<file path="src/rtl/spi_shift_engine.sv">
// spi_shift_engine: SPI mode-0 master shift engine between a data buffer and an Rx FIFO.
// Build option SPI_LSB_FIRST_EN shifts LSB first; default build shifts MSB first.
module spi_shift_engine #(
  parameter int DATA_W  = 32,
  parameter int SS_W    = 2,
  parameter int CLK_DIV = 4
) (
  input  logic                   SCLK,
  input  logic                   ARESETN,
  input  logic                   start,
  output logic                   go,
  input  logic                   DREADY,
  input  logic [DATA_W+SS_W-1:0] din,
  output logic                   SRESP,
  output logic                   spi_sck,
  output logic                   mosi,
  input  logic                   miso,
  output logic [(1<<SS_W)-1:0]   ss_n,
  output logic [DATA_W-1:0]      rx_data,
  output logic                   rx_valid,
  input  logic                   rx_ready,
  output logic                   busy
);
  localparam int NS    = 1 << SS_W;
  localparam int DIV_W = CLK_DIV > 1 ? $clog2(CLK_DIV) : 1;
  localparam int BIT_W = $clog2(DATA_W);
  typedef enum logic [2:0] {IDLE, REQ, WAIT_DATA, ACK, SHIFT, DESEL, PUSH} state_t;
  state_t state_q, state_d;
  logic [DATA_W-1:0] tx_q, tx_d, rx_sh_q, rx_sh_d, rx_data_q, rx_data_d, tx_next, rx_next;
  logic [SS_W-1:0] ss_sel_q, ss_sel_d;
  logic [NS-1:0] ss_n_q, ss_n_d;
  logic [DIV_W-1:0] div_q, div_d;
  logic [BIT_W-1:0] bit_q, bit_d;
  logic sresp_q, sresp_d, sck_q, sck_d, mosi_q, mosi_d, rx_valid_q, rx_valid_d;
  logic tc, tx_bit;
  assign tc = div_q == DIV_W'(CLK_DIV - 1);
`ifdef SPI_LSB_FIRST_EN
  assign tx_bit  = tx_q[0];
  assign tx_next = tx_q >> 1;
  assign rx_next = {miso, rx_sh_q[DATA_W-1:1]};
`else
  assign tx_bit  = tx_q[DATA_W-1];
  assign tx_next = tx_q << 1;
  assign rx_next = {rx_sh_q[DATA_W-2:0], miso};
`endif
  always_comb begin
    state_d    = state_q;
    tx_d       = tx_q;
    rx_sh_d    = rx_sh_q;
    rx_data_d  = rx_data_q;
    ss_sel_d   = ss_sel_q;
    ss_n_d     = ss_n_q;
    div_d      = div_q;
    bit_d      = bit_q;
    sresp_d    = 1'b0;
    sck_d      = sck_q;
    mosi_d     = mosi_q;
    rx_valid_d = rx_valid_q;
    unique case (state_q)
      IDLE: state_d = start ? REQ : IDLE;
      REQ: state_d = WAIT_DATA;
      WAIT_DATA: if (DREADY) begin
        tx_d     = din[DATA_W-1:0];
        ss_sel_d = din[DATA_W+SS_W-1:DATA_W];
        sresp_d  = 1'b1;
        state_d  = ACK;
      end
      // holding here until DREADY drops prevents a second capture of the same word
      ACK: if (!DREADY) begin
        ss_n_d  = ~(NS'(1) << ss_sel_q);
        mosi_d  = tx_bit;
        tx_d    = tx_next;
        div_d   = '0;
        bit_d   = '0;
        state_d = SHIFT;
      end
      SHIFT: begin
        div_d = tc ? '0 : div_q + 1'b1;
        if (tc) begin
          sck_d = ~sck_q;
          if (!sck_q) rx_sh_d = rx_next;
          else if (bit_q == BIT_W'(DATA_W - 1)) begin
            ss_n_d  = '1;
            state_d = DESEL;
          end else begin
            mosi_d = tx_bit;
            tx_d   = tx_next;
            bit_d  = bit_q + 1'b1;
          end
        end
      end
      DESEL: begin
        div_d = tc ? '0 : div_q + 1'b1;
        if (tc) begin
          rx_data_d  = rx_sh_q;
          rx_valid_d = 1'b1;
          state_d    = PUSH;
        end
      end
      PUSH: if (rx_ready) begin
        rx_valid_d = 1'b0;
        state_d    = start ? REQ : IDLE;
      end
      default: state_d = IDLE;
    endcase
  end
  always_ff @(posedge SCLK or negedge ARESETN) begin
    if (!ARESETN) begin
      state_q    <= IDLE;
      tx_q       <= '0;
      rx_sh_q    <= '0;
      rx_data_q  <= '0;
      ss_sel_q   <= '0;
      ss_n_q     <= '1;
      div_q      <= '0;
      bit_q      <= '0;
      sresp_q    <= 1'b0;
      sck_q      <= 1'b0;
      mosi_q     <= 1'b0;
      rx_valid_q <= 1'b0;
    end else begin
      state_q    <= state_d;
      tx_q       <= tx_d;
      rx_sh_q    <= rx_sh_d;
      rx_data_q  <= rx_data_d;
      ss_sel_q   <= ss_sel_d;
      ss_n_q     <= ss_n_d;
      div_q      <= div_d;
      bit_q      <= bit_d;
      sresp_q    <= sresp_d;
      sck_q      <= sck_d;
      mosi_q     <= mosi_d;
      rx_valid_q <= rx_valid_d;
    end
  end
  assign go       = state_q == REQ;
  assign busy     = state_q != IDLE;
  assign SRESP    = sresp_q;
  assign spi_sck  = sck_q;
  assign mosi     = mosi_q;
  assign ss_n     = ss_n_q;
  assign rx_data  = rx_data_q;
  assign rx_valid = rx_valid_q;
endmodule

</file>
<file path="config.mk">
export PLATFORM = sky130hd
export DESIGN_NAME = spi_shift_engine
export DESIGN_NICKNAME = d
export VERILOG_FILES = /design/src/rtl/spi_shift_engine.sv
export SDC_FILE = /design/constraint.sdc
export NUM_CORES = 1
export LEC_CHECK = 0
export CAP_MARGIN = 20
export CORE_ASPECT_RATIO = 1.2
export CORE_MARGIN = 2
export CORE_UTILIZATION = 50
export CTS_CLUSTER_DIAMETER = 120
export DETAILED_ROUTE_END_ITERATION = 12
export HOLD_SLACK_MARGIN = 0.02
export PLACE_DENSITY = 0.75
export SYNTH_ARGS = -nofsm -noshare
export SYNTH_HDL_FRONTEND = slang
export SYNTH_SLANG_ARGS = --single-unit
</file>
<file path="constraint.sdc">
create_clock -name SCLK -period 3.3 [get_ports SCLK]
set_clock_uncertainty 0.05 [all_clocks]
set_input_delay 0.825 -clock SCLK [delete_from_list [all_inputs] [get_ports SCLK]]
set_output_delay 0.825 -clock SCLK [all_outputs]
set_load 0.01 [all_outputs]
</file>
==> results of run 1 <==
## stage by stage
step	instance area (sq um)	instances	hold slack [ns]	setup slack, ns	power [mW]
after detailed placement	6370	666	0.422	0.740	3.91
final	7030	697	0.439	0.404	5.96
after CTS	7030	697	0.445	0.402	6.00
after global routing	7030	697	0.463	0.323	6.34
after floorplan	5500	484	0.396	1.11	3.45
after global placement	6370	666	0.428	0.762	3.82
## layer usage
metal | vias up | wire (microns) | GRT usage, %
met5 | - | 0 | 0
met3 | 12 | 516 | 5.46
li1 | 1922 | - | -
met2 | 104 | 5920 | 34.4
met4 | 0 | 134 | 7.88
met1 | 2018 | 4810 | 26.5
## final cells by class
class	instances	share of cell area (%)
Sequential cell	116	41.4
Multi-Input combinational cell	326	33.7
Inverter	2	0.107
Tap cell	129	2.30
Timing Repair Buffer	93	13.1
Clock buffer	21	6.55
Clock inverter	10	2.88
## kinds of logic (layout without fill, tap and decap cells)
group	count (synthesis)	in the layout	share of synthesized area (%)
and+or+nand+nor	137	137	12.7
DFF	116	116	52.8
AOI/OAI and AO/OA	113	113	14.8
muxes	70	70	14.3
buffers and inverters	42	126	4.23
adders and majority gates	3	3	0.682
xor gates and xnor gates	3	3	0.477
## worst register-to-register path: stages, from the launching register on
cell,delay (ns)
dfrtp_1,0.86
or3b_1,0.55
o32a_2,0.56
buf_12,0.26
nand2_1,0.13
o21ai_2,0.06
## where the power goes
group / switching (mW) / leakage (nW) / internal, mW
Combinational: 0.993 / 1.27 / 0.815
Sequential: 0.347 / 1.54 / 1.74
Clock: 0.613 / 0.323 / 1.45
Total: 1.95 / 3.12 / 4.01
## worst max-delay path by stage
| stage | from | endpoint | slack [ns] | cells after the start |
|---|---|---|---|---|
| after global routing | state_q[2]$_DFFE_PN0P_ | busy | 0.32 | 2 |
| after CTS | state_q[2]$_DFFE_PN0P_ | busy | 0.40 | 2 |
| after detailed placement | state_q[2]$_DFFE_PN0P_ | tx_q[10]$_DFFE_PN0P_ | 0.74 | 6 |
| after floorplan | state_q[1]$_DFFE_PN0P_ | busy | 1.11 | 4 |
| final | state_q[2]$_DFFE_PN0P_ | busy | 0.40 | 2 |
| after global placement | DREADY | ss_n[3]$_DFFE_PN1P_ | 0.76 | 5 |
## registers in the layout, summed over array words and instances (netlist names)
| register | cells |
|---|---|
| div_q | 2 |
| bit_q | 5 |
| ss_sel_q | 2 |
| spi_sck | 1 |
| tx_q | 32 |
| rx_data | 32 |
| SRESP | 1 |
| rx_valid | 1 |
| rx_sh_q | 32 |
| state_q | 3 |
| mosi | 1 |
| ss_n | 4 |
## layout by cell type, fill, tap and decap left out, types with 2 or more instances in the layout
cell type and count:
dfrtp_1 111, clkdlybuf4s50_1 80, mux2_2 68, nand2_1 46
o21ai_0 41, nor2_1 38, nor3b_1 31, o221ai_1 30
o21ai_2 28, clkbuf_16 17, buf_4 11, nand3_1 9
bufinv_16 6, dfstp_2 4, xnor2_1 3, ha_1 3
clkinv_2 3, inv_1 2, mux2i_1 2, a21oi_1 2
nand2b_1 2, nand3b_1 2, o21ai_1 2, a31oi_1 2
clkbuf_1 2, clkbuf_8 2, buf_12 2
==> impl_metrics.yaml, run 1 <==
yosys:
  ys_seq_elements: 116
  synth.yosys.warnings: 0
  syn-instance-count: 484
  netlist_top_cells_area: "dfrtp_1, mux2_2, o221ai_1"
  syn_area_sq_um: 5500
  cell_type_with_the_highest_aggregate_area_in_the_netlist: "dfrtp_1"
  synth_nets: 527
  post_synth_most_frequent_cells: "dfrtp_1, mux2_2, nand2_1, o21ai_0, nor2_1"
  yosysUniqueCellTypes: 39
  post_synthesis_sequential_area_ratio_pct: 52.8
  synth_enable_flop_cells: 0
  async_flop_share_pct: 100
  ys_dominant_reg_cell: "dfrtp_1"
  synthMostInstantiatedCell: "dfrtp_1"
  syn_area_per_cell_sq_um: 11.4
  synthDominantCellAreaShare_pct: 50.9
run_status:
  run_status: "completed"
min_path:
  hold_path_class: "reg -> reg"
  timing.hold.worst_endpoint: "ss_n[3]$_DFFE_PN1P_"
  holdCritStartpoint: "ss_sel_q[0]$_DFFE_PN0P_"
  hold-path-cell-count: 1
die:
  die_area_sq_um: 11900
  rows: 41
  chipWidth_microns: 99.8
  floorplan.core_area_sq_um: 10600
  floorplan.die.height_microns: 119
  start_util_pct: 51.8
  pin_count: 82
clock_tree:
  clock_transition_at_path_regs_ns: 0.05
  postCtsHoldBufs: 0
  cts.repair.resized: 0
  clk-insertion-delay-late_ns: 0.41
  cts_post_setup_buffers_inserted: 0
  cts_sinks: 116
  cts_tree: "done"
  cts_htree_levels: 4
  cts-buffers-inserted: 17
  clock_tree.buffer_depth: 2
  clock-root-buffer: "clkbuf_16"
worst_setup_path:
  path_cells: "or3_1, clkdlybuf4s50_1"
  worstPathRequired_ns: 2.42
  ff2ff_setup_slack_ns: 0.71
  cpLargestDelayFamily: "flip-flops"
  worst-path-max-fanout: 23
  critical_path_class: "reg -> out"
  critPathBufInv: 1
  timing.rr.end: "tx_q[10]$_DFFE_PN0P_"
  critPathMaxStageDelay_ns: 0.67
  worst_setup_path_end_kind: "output pin"
  worst-endpoint-arrival_ns: 2.02
  worstRegToRegCells: 5
  setup.worst_path.start_class: "flop"
  timing.critical_path.slowest_stage_cell: "dfrtp_1"
  critical_path.reg2reg.startpoint: "state_q[2]$_DFFE_PN0P_"
pwr:
  vdd_drop_max_uv: 444
  total_leakage_power_nw: 3.12
  pwr_density_cell_nw_per_um2: 847
final_layout:
  seqCellArea_sq_um: 2910
  final_layout_size_suffix_gt1_share_pct: 25.9
  flow.area_growth_from_synthesis_pct: 27.8
  fraction_of_the_core_area_covered_by_cells_at_the_end_of_the_flow_pct: 66.2
  diodes: 0
  fillerInstances: 798
  multiInputGateArea_sq_um: 2370
  finalNetCount: 599
timing:
  slew_viol_final: 0
  rsz0062_at_grt: "false"
  timing_hold_violations_final: 0
  timing.final.setup_violations: 0
  period_share_pct: 87.8
  slew_headroom_pct: 46.1
  tightest_slew_ns: 0.808
  period_needed_ns: 2.90
  max_freq_mhz: 345
  timing.setup.tns_ns: 0
drt:
  drt-total-wl_microns: 11400
  detail_route.vias_per_cell: 5.82
  drt-pass1-iter-count: 5
  post_drt_wl_per_cell_microns: 16.3
  route.vias.total: 4056
  drc: 0
  detail-route-antenna-nets: 0
  initialDrtViolationCount: 209
global_routing:
  globalRouteTotalUtil_pct: 20.9
  grt_pass1_wl_microns: 20000
  first_global_vias: 4080
  globalRouteOverflowTotal: 0
  grt_max_degree: 63
  grt_antenna_before_repair: 0
place:
  routabilityCongestion: 0.798
  place_hpwl_microns: 7380
  place.port_buffers: 81
job:
  drv.max_cap_violation_count: 0
No activity file was read; power rests on OpenSTA's default activity.
==> run 2, diff against run 1 <==
--- a/config.mk
+++ b/config.mk
@@ -10,6 +10,7 @@
 export CORE_MARGIN = 2
 export CORE_UTILIZATION = 50
 export CTS_CLUSTER_DIAMETER = 120
+export CTS_CLUSTER_SIZE = 30
 export DETAILED_ROUTE_END_ITERATION = 12
 export HOLD_SLACK_MARGIN = 0.02
 export PLACE_DENSITY = 0.75
==> results of run 2 <==
No change in the layout: final DEF, timing and power equal those of run 1.
